## src/rtl/morse_keyer.sv

```systemverilog
// Morse keyer: accepts one ASCII character at a time and keys it as ITU Morse
// on key_out, followed by a letter gap (or a word gap for a space).
module morse_keyer #(
  parameter int UNIT_TICKS = 4,
  parameter int LETTER_GAP = 3,
  parameter int WORD_GAP   = 4,
  parameter bit CASE_FOLD  = 1'b1
) (
  input  logic       clk,
  input  logic       rst_n,
  input  logic       in_valid,
  input  logic [6:0] in_char,
  output logic       in_ready,
  output logic       key_out,
  output logic       busy,
  output logic       char_done,
  output logic       bad_char,
  output logic [1:0] state_dbg
);

  localparam int TW = $clog2(UNIT_TICKS) + 1;

  typedef enum logic [1:0] {
    IDLE = 2'd0,
    KEY  = 2'd1,
    GAP  = 2'd2
  } state_t;

  state_t          state, state_n;
  logic [TW-1:0]   tick, tick_n;
  logic [4:0]      units, units_n;
  logic [17:0]     shift, shift_n;
  logic            key_n, busy_n, done_n, bad_n;
  logic [24:0]     look;
  logic            unit_end;

  // Returns {supported, unit length, unit pattern left-aligned in 19 bits}.
  // Table entries list elements in transmit order, dash = 1.
  function automatic logic [24:0] lookup(input logic [6:0] code);
    logic [6:0]  c;
    logic [2:0]  n;
    logic [4:0]  bits;
    logic [4:0]  len;
    logic [18:0] pat;
    logic        sup;
    c = code;
    if (CASE_FOLD && (c >= 7'h61) && (c <= 7'h7A)) c = c - 7'h20;
    sup  = 1'b1;
    n    = 3'd0;
    bits = 5'b0;
    case (c)
      7'h41: begin n = 3'd2; bits = 5'b01;    end
      7'h42: begin n = 3'd4; bits = 5'b1000;  end
      7'h43: begin n = 3'd4; bits = 5'b1010;  end
      7'h44: begin n = 3'd3; bits = 5'b100;   end
      7'h45: begin n = 3'd1; bits = 5'b0;     end
      7'h46: begin n = 3'd4; bits = 5'b0010;  end
      7'h47: begin n = 3'd3; bits = 5'b110;   end
      7'h48: begin n = 3'd4; bits = 5'b0000;  end
      7'h49: begin n = 3'd2; bits = 5'b00;    end
      7'h4A: begin n = 3'd4; bits = 5'b0111;  end
      7'h4B: begin n = 3'd3; bits = 5'b101;   end
      7'h4C: begin n = 3'd4; bits = 5'b0100;  end
      7'h4D: begin n = 3'd2; bits = 5'b11;    end
      7'h4E: begin n = 3'd2; bits = 5'b10;    end
      7'h4F: begin n = 3'd3; bits = 5'b111;   end
      7'h50: begin n = 3'd4; bits = 5'b0110;  end
      7'h51: begin n = 3'd4; bits = 5'b1101;  end
      7'h52: begin n = 3'd3; bits = 5'b010;   end
      7'h53: begin n = 3'd3; bits = 5'b000;   end
      7'h54: begin n = 3'd1; bits = 5'b1;     end
      7'h55: begin n = 3'd3; bits = 5'b001;   end
      7'h56: begin n = 3'd4; bits = 5'b0001;  end
      7'h57: begin n = 3'd3; bits = 5'b011;   end
      7'h58: begin n = 3'd4; bits = 5'b1001;  end
      7'h59: begin n = 3'd4; bits = 5'b1011;  end
      7'h5A: begin n = 3'd4; bits = 5'b1100;  end
      7'h30: begin n = 3'd5; bits = 5'b11111; end
      7'h31: begin n = 3'd5; bits = 5'b01111; end
      7'h32: begin n = 3'd5; bits = 5'b00111; end
      7'h33: begin n = 3'd5; bits = 5'b00011; end
      7'h34: begin n = 3'd5; bits = 5'b00001; end
      7'h35: begin n = 3'd5; bits = 5'b00000; end
      7'h36: begin n = 3'd5; bits = 5'b10000; end
      7'h37: begin n = 3'd5; bits = 5'b11000; end
      7'h38: begin n = 3'd5; bits = 5'b11100; end
      7'h39: begin n = 3'd5; bits = 5'b11110; end
      default: sup = 1'b0;
    endcase
    // Expand elements: dot = 1, dash = 111, single 0 between elements.
    bits = bits << (3'd5 - n);
    pat  = '0;
    len  = '0;
    for (int i = 0; i < 5; i++) begin
      if (3'(i) < n) begin
        if (i > 0) begin
          pat = {pat[17:0], 1'b0};
          len = len + 5'd1;
        end
        if (bits[4]) begin
          pat = {pat[15:0], 3'b111};
          len = len + 5'd3;
        end else begin
          pat = {pat[17:0], 1'b1};
          len = len + 5'd1;
        end
        bits = {bits[3:0], 1'b0};
      end
    end
    pat = pat << (5'd19 - len);
    return {sup, len, pat};
  endfunction

  assign in_ready  = (state == IDLE) && rst_n;
  assign state_dbg = state;
  assign unit_end  = (tick == TW'(UNIT_TICKS - 1));

  // The unit counter counts remaining units minus one in both KEY and GAP.
  always_comb begin
    state_n = state;
    tick_n  = tick;
    units_n = units;
    shift_n = shift;
    key_n   = key_out;
    busy_n  = busy;
    done_n  = 1'b0;
    bad_n   = 1'b0;
    look    = lookup(in_char);
    case (state)
      IDLE: begin
        if (in_valid) begin
          tick_n = '0;
          if (in_char == 7'h20) begin
            state_n = GAP;
            busy_n  = 1'b1;
            key_n   = 1'b0;
            units_n = 5'(WORD_GAP - 1);
          end else if (look[24]) begin
            state_n = KEY;
            busy_n  = 1'b1;
            key_n   = look[18];
            shift_n = look[17:0];
            units_n = look[23:19] - 5'd1;
          end else begin
            bad_n = 1'b1;
          end
        end
      end
      KEY: begin
        if (unit_end) begin
          tick_n = '0;
          if (units == 5'd0) begin
            state_n = GAP;
            key_n   = 1'b0;
            units_n = 5'(LETTER_GAP - 1);
          end else begin
            units_n = units - 5'd1;
            key_n   = shift[17];
            shift_n = {shift[16:0], 1'b0};
          end
        end else begin
          tick_n = tick + TW'(1);
        end
      end
      GAP: begin
        key_n = 1'b0;
        if (unit_end) begin
          tick_n = '0;
          if (units == 5'd0) begin
            state_n = IDLE;
            busy_n  = 1'b0;
            done_n  = 1'b1;
          end else begin
            units_n = units - 5'd1;
          end
        end else begin
          tick_n = tick + TW'(1);
        end
      end
      default: begin
        state_n = IDLE;
        key_n   = 1'b0;
        busy_n  = 1'b0;
      end
    endcase
  end

  always_ff @(posedge clk or negedge rst_n) begin
    if (!rst_n) begin
      state     <= IDLE;
      tick      <= '0;
      units     <= '0;
      shift     <= '0;
      key_out   <= 1'b0;
      busy      <= 1'b0;
      char_done <= 1'b0;
      bad_char  <= 1'b0;
    end else begin
      state     <= state_n;
      tick      <= tick_n;
      units     <= units_n;
      shift     <= shift_n;
      key_out   <= key_n;
      busy      <= busy_n;
      char_done <= done_n;
      bad_char  <= bad_n;
    end
  end

endmodule
```

## config.mk

```make
export PLATFORM = sky130hd
export DESIGN_NAME = morse_keyer
export DESIGN_NICKNAME = d
export VERILOG_FILES = /design/src/rtl/morse_keyer.sv
export SDC_FILE = /design/constraint.sdc
export NUM_CORES = 1
export LEC_CHECK = 0
export CAP_MARGIN = 40
export CORE_MARGIN = 10
export CORE_UTILIZATION = 45
export CTS_BUF_LIST = sky130_fd_sc_hd__clkbuf_4
export CTS_CLUSTER_DIAMETER = 150
export DETAILED_ROUTE_END_ITERATION = 8
export PLACE_DENSITY = 0.66
export SKIP_LAST_GASP = 1
export SYNTH_ARGS = -nofsm -noshare
export SYNTH_HDL_FRONTEND = slang
export SYNTH_SLANG_ARGS = --single-unit
```

## constraint.sdc

```tcl
create_clock -name clk -period 4.85 [get_ports clk]
set_input_delay 0.7275 -clock clk [delete_from_list [all_inputs] [get_ports clk]]
set_output_delay 0.7275 -clock clk [all_outputs]
set_load 0.01 [all_outputs]
```

# [Word-level counts from Yosys, hierarchy flattened]
# Cells that the tools add are included.
[word_totals] ff_bits=32 latchBits=0 ram_bits=0 romBits=0 input_bits=10 word_cells=188 mem_count=0
[op_classes] addsub=18 n_mul=0 n_div=0 magnitude_cmp=7 eq_ne=50 shift=2 mux=76 bitwise=1 reduce_logical=26
[op_table] op="$eq 7x7->1 const B" n=26
[op_table] op="$mux 19" n=8
[op_table] op="$mux 5" n=23
[op_table] op="$pmux 5 s19" n=1
[op_table] op="$mux 18" n=5
[op_table] op="$eq 7x6->1 const B" n=11
[op_table] op="$add 5x1->5 const B" n=8
[op_table] op="$pmux 18 s2" n=1
[op_table] op="$reduce_or 36->1" n=1
[op_table] op="$add 5x2->5 const B" n=4
[op_table] op="$shl 19x5->19" n=1
[op_table] op="$mux 1" n=18
[op_table] op="$mux 2" n=9
[op_table] op="$ne 2x2->1 const B" n=9
[op_table] op="$reduce_and 6->1" n=3
[op_table] op="$pmux 3 s5" n=1
[op_table] op="$pmux 5 s3" n=1
[op_table] op="$mux 3" n=4
[op_table] op="$reduce_or 12->1" n=1
[op_table] op="$reduce_or 10->1" n=1
[op_table] op="$sub 5x1->5 const B" n=2
[op_table] op="$reduce_or 3->1" n=3
[op_table] op="$reduce_or 2->1" n=4
[op_table] op="$reduce_or 8->1" n=1
[op_table] op="other kinds (30)" n=34

# [Depth between registers and ports, before layout]
[depth] ltp_word=36 mapped_depth=41 depth_no_buf=36

# [Worst setup path after synthesis]
# OpenSTA, ideal clock, no wires.
[synth_timing] path_type="input -> register" start="input in_char[5]" end="register shift[17]" setup_ns=0.083 arrival_ns=9.199 required_time_ns=4.767 setup_slack_ns=-4.432 path_stages=37 n_path_buf=5 path_cell_list="ha_1 clkbuf_1 inv_1 a311oi_2 a211oi_4 nor2_1 o21ai_0 inv_1 clkbuf_1 clkbuf_1 ha_1 clkbuf_1 nand2_1 inv_1 clkbuf_1 o21ai_0 ha_1 a21o_1 ha_1 ha_1 mux2i_1 o22ai_1 ha_1 ha_1 inv_1 a21oi_1 a211oi_2 inv_1 ha_1 ha_1 or4b_2 o2111a_1 mux2i_1 nor3_1 nor2_2 mux4_2 o22ai_1"
[synth_via] elab_chain_cells=36
[synth_rtl] element="start, declared" line="12" source="input logic [6:0] in_char,"
[synth_rtl] element="$ge 7x7->1 or $le 7x7->1 (tied branches)" line="47" source="if (CASE_FOLD && (c >= 7'h61) && (c <= 7'h7A)) c = c - 7'h20;"
[synth_rtl] element="$logic_and 1x1->1" line="47"
[synth_rtl] element="$mux 7" line="47"
[synth_rtl] element="$eq 7x7->1 or $eq 7x6->1 (tied branches)" line="51" source="case (c)"
[synth_rtl] element="$reduce_or 12->1 (no line), or another cell as far along"
[synth_rtl] element="$pmux 3 s5" line="51"
[synth_rtl] element="$sub 3x3->3" line="91" source="bits = bits << (3'd5 - n);"
[synth_rtl] element="$shl 5x3->5" line="91"
[synth_rtl] element="[20 not listed]"
[synth_rtl] element="$mux 5" line="100" source="if (bits[4]) begin"
[synth_rtl] element="$mux 5" line="95" source="if (3'(i) < n) begin"
[synth_rtl] element="$sub 5x5->5" line="110" source="pat = pat << (5'd19 - len);"
[synth_rtl] element="$shl 19x5->19" line="110"
[synth_rtl] element="$mux 18" line="138" source="end else if (look[24]) begin"
[synth_rtl] element="$mux 18" line="133" source="if (in_char == 7'h20) begin"
[synth_rtl] element="$mux 18" line="131" source="if (in_valid) begin"
[synth_rtl] element="$pmux 18 s2" line="129" source="case (state)"
[synth_rtl] element="end signal, assigned" line="202" source="shift <= shift_n;"
[synth_rtl] element="end, declared" line="32" source="logic [17:0] shift, shift_n;"
# Several ways; a longest one is shown, not always the timed one. The select of a mux whose other input is x is not followed.
# A chain may end at the register's enable or synchronous reset.

# [Worst setup path after layout]
[layout_timing] start="input in_char[6]" end="register shift[16]"
# The elaborated chain is that of the path after synthesis.

==> impl_summary.md <==
Status
The flow ran to the end, but the final reports show violations. The final reports fail on negative setup slack.

Routing
In the routed layout, each cell is associated on average with a via count of 6.22. The first routing iteration left 613 violations. The sum of routed wire length over all layers is 20.3 mm. The post-route antenna net violation count is 0.

The number of iterations in the first detailed-routing pass is 5. Across all layers, the routed design uses 6814 vias. In the final routed layout, each cell accounts on average for 18.5 um. The number of design rule violations left after detail routing is 0.

Critical path
The launching element of the worst setup path is in_char[6]. STA classifies the critical path startpoint as a primary input. The critical path in this run is classified as in2reg. For this run, the slowest stage of the critical path takes 0.45 ns. At the worst endpoint, the arrival time is 7.36 ns. The cell type of the slowest stage on the worst timing path is sky130_fd_sc_hd__or4b_4.

The most repeated library cell on the critical path is sky130_fd_sc_hd__ha_4. The endpoint type of the worst setup path is a flip-flop. The largest fanout on the critical path is 5. The launch point of the worst reg-to-reg path is state_dbg[1]$_DFFE_PN0P_. The data required time of the worst path is 5.06 ns.

Clocking
The H-tree was split into 2 levels. CTS saw 32 sinks. CTS placed an instance of sky130_fd_sc_hd__clkbuf_4 at the clock tree root. In this run the deepest clock path goes through 2 buffers. Clock latency on the worst-skew pair, taken at its later pin, is 0.33 ns. TritonCTS created 5 clock buffers. The clock-pin slew of the registers on the worst-case setup and hold paths is 0.10 ns.

TritonCTS built the clock tree. The number of buffers inserted for hold repair after clock tree synthesis is 0.

STA
Dividing the final minimum period by the clock period gives 1.47. Setup repair after global routing could not meet its margin everywhere. For this run, the top clock speed supported by timing is 140 MHz. The final setup skew is 0.00683 ns. The final-report max-slew violation count was 0. Summed over all failing endpoints, the final setup total negative slack is -49.38 ns.

The final number of setup-violating endpoints is 23. For the pin with the worst max-slew slack, the measured transition is 0.704 ns. The final hold violation count came to 0.

After layout, the minimum clock period comes to 7.15 ns. The worst pin sits at a relative slew slack of 0.530. The final setup slack of the worst path is -2.30 ns.

Synth
The most used flip-flop cell after synthesis is sky130_fd_sc_hd__dfrtp_1. The number of flops mapped to enable cells by yosys is 0. The count of synthesis-stage warnings from yosys is 0. The biggest area contributor in the post-synthesis netlist is sky130_fd_sc_hd__dfrtp_1. In this run the cell area of the synthesized design comes to 5250 um2. Counting flops and latches in the post-synthesis netlist gives 32. The share of synthesized area in the top cell type comes to 0.152. The sequential share of the synthesized area is 0.152.

Sorting the synthesized cells by area gives the leading types as sky130_fd_sc_hd__dfrtp_1 15%, sky130_fd_sc_hd__nor2_1 5.9%, sky130_fd_sc_hd__a21oi_1 4.9%. Counting flops with an async set or reset pin after synthesis yields a share of 1.00. The count of unique library cells instantiated by Yosys is 93. The average cell area after synthesis is 7.15 um2. The gate count of the mapped netlist is 735. The synthesized netlist net count is 765.

Finish
In the final layout, the share of cells above drive strength 1 is 0.403. The area growth from synthesis to layout is 51.5%. Measured on the finished design, the core utilization comes to 0.697. The number of antenna repair diodes is 0. The finished cells cover 7960 um2. The count of cells in the finished layout, fillers not included, comes to 1096.

The count of nets after finishing is 982.

GRT
The via count of the first global-routing pass came to 6623. The pin count of the biggest net entering global routing is 34. The initial antenna violation count is 0. For this run, the total global-route usage over all layers was measured as 0.238.

The aggregate global routing overflow is 0. The first global-routing pass estimated 32.9 mm of wire.

Placement
The total placed cells including tap cells is 1064. OpenSTA, run right after detailed placement, puts the worst setup slack at -3.19 ns. The quantity of I/O buffers inserted on ports is 16. Detailed placement finished with a half-perimeter wire length of 15.4 mm. The total cell area at the placement stage is 7350 um2.

The weighted congestion reported at the end of routability-driven placement is 0.934.

Die
The overall die height is 128 um. The die outline width is 128 um. The floorplan step defined a die boundary enclosing 16400 um2. The floorplan has 39 rows. Pin placement for this block handled 17 I/O pins.

For this configuration, the core starts out at a cell density of 0.460. The region available for standard cell placement spans 11400 um2.

Power and ir drop
The leakage power is 3.32 nW. Power spread over the standard cell area amounts to 340 nW/um2. The peak supply drop is 0.341 mV.

Hold path
The origin of the worst min-delay path is tick[1]$_DFFE_PN0P_. The type of the tightest min-delay check is reg2reg.

Flow run
The max-capacitance violation count is 0.
area by class of cell:
type                       instances  area, um2
multi-input combinational        631       4760
sequential                        32        801
timing repair buffer             261       2060
clock inverter                     3       37.5
tap                              143        179
inverter                          21       86.3
clock buffer                       5       37.5
fill                             959       3460
where the power goes:
group	internal (W)	switching (W)	total (W)
logic	0.000930	0.00111	0.00204
registers	0.000385	0.0000784	0.000464
clock network	0.000105	0.0000948	0.000200
stage by stage:
step / hold slack (ns) / total power (W)
2_1_floorplan: 0.432 / 0.00163
4_1_cts: 0.488 / 0.00264
6_report: 0.504 / 0.00271
3_3_place_gp: 0.461 / 0.00226
3_5_place_dp: 0.480 / 0.00232
5_1_grt: 0.523 / 0.00291
critical path: cells and delay by family:
kind | cells | cell delay, ns
AO/OA/AOI/OAI | 9 | 1.61
adder cells (fa/ha/maj) | 8 | 1.83
buffers and inverters | 5 | 0.79
multiplexers | 3 | 0.56
AND/OR/NAND/NOR | 9 | 1.82
cell usage after synthesis (all sizes together) (5+ instances only):
cell and n:
dfrtp 32, ha 20, and3 10, nand2 68, mux2 5, nand2b 18
a22oi 6, a31oi 17, a221oi 7, a21oi 54, clkbuf 39, nor2 85
buf 12, nand3 31, o211ai 20, a211o 5, nor2b 12, o21ai 53
or4 5, o211a 7, xnor2 7, nand4 8, and2 12, nor3b 5
a211oi 20, or2 5, o2bb2ai 5, a32oi 7, o2111ai 5, o22ai 10
mux2i 17, or3 5, a21o 6, inv 21, nor3 25
sequential cells by signal, summed over array words and instances, names as in the netlist:
| signal | flops |
|---|---|
| bad_char | 1 |
| busy | 1 |
| char_done | 1 |
| key_out | 1 |
| shift | 18 |
| state_dbg | 2 |
| tick | 3 |
| units | 5 |
logic make-up (layout without fill, tap and decap cells):
family                   after synthesis  after routing  synth area share
XOR/XNOR                              11             11            0.0198
multiplexers                          23             23            0.0474
flip-flops                            32             32             0.152
adder cells (fa/ha/maj)               22             22            0.0514
buffers and inverters                 72            290            0.0564
AO/OA/AOI/OAI                        268            268             0.372
AND/OR/NAND/NOR                      307            307             0.300
cell usage in the layout (no fill, tap or decap), types with 6 or more instances in the layout:
cell	instances
sky130_fd_sc_hd__buf_4	233
sky130_fd_sc_hd__nor2_1	76
sky130_fd_sc_hd__nand2_1	63
sky130_fd_sc_hd__a21oi_1	46
sky130_fd_sc_hd__o21ai_0	35
sky130_fd_sc_hd__dfrtp_1	32
sky130_fd_sc_hd__nand3_1	26
sky130_fd_sc_hd__o211ai_1	19
sky130_fd_sc_hd__nor3_1	19
sky130_fd_sc_hd__nand2b_1	18
sky130_fd_sc_hd__a31oi_1	16
sky130_fd_sc_hd__inv_1	13
sky130_fd_sc_hd__mux2i_1	13
sky130_fd_sc_hd__nor2b_1	12
sky130_fd_sc_hd__and2_1	11
sky130_fd_sc_hd__buf_6	11
sky130_fd_sc_hd__a211oi_1	10
sky130_fd_sc_hd__and3_1	10
sky130_fd_sc_hd__ha_4	10
sky130_fd_sc_hd__clkdlybuf4s50_1	9
sky130_fd_sc_hd__o21ai_1	8
sky130_fd_sc_hd__nand4_1	8
sky130_fd_sc_hd__ha_1	8
sky130_fd_sc_hd__a32oi_1	7
sky130_fd_sc_hd__inv_2	6
sky130_fd_sc_hd__a21o_1	6
sky130_fd_sc_hd__a22oi_1	6
sky130_fd_sc_hd__a211oi_2	6
sky130_fd_sc_hd__a21oi_2	6
sky130_fd_sc_hd__o22ai_1	6
sky130_fd_sc_hd__o211a_1	6
path summary, 6_finish.rpt:
check	depth (start not counted)	slack, ns	to
setup / recovery	34	-2.30	shift[16]$_DFFE_PN0P_
hold / removal	2	0.50	tick[1]$_DFFE_PN0P_
setup reg to reg	9	2.20	shift[14]$_DFFE_PN0P_
hold reg to reg	2	0.50	tick[1]$_DFFE_PN0P_
max in group asynchronous	2	3.74	shift[14]$_DFFE_PN0P_
min in group asynchronous	2	0.79	units[1]$_DFFE_PN0P_
timing repair:
action | 4_1_cts | 5_1_grt
endpoints found under the setup margin | 23 | 23
gates resized for setup | 74 | 22
pin swaps | 39 | 19
setup buffers | 20 | 4
routing by layer:
| layer | track usage | vias to the layer above | routed length [um] |
|---|---|---|---|
| li1 | - | 3236 | - |
| met1 | 0.295 | 3219 | 8460 |
| met2 | 0.412 | 307 | 9980 |
| met3 | 0.0178 | 52 | 1090 |
| met4 | 0.106 | 0 | 752 |
| met5 | 0 | - | 0 |
(Power assumes the default switching activity.)
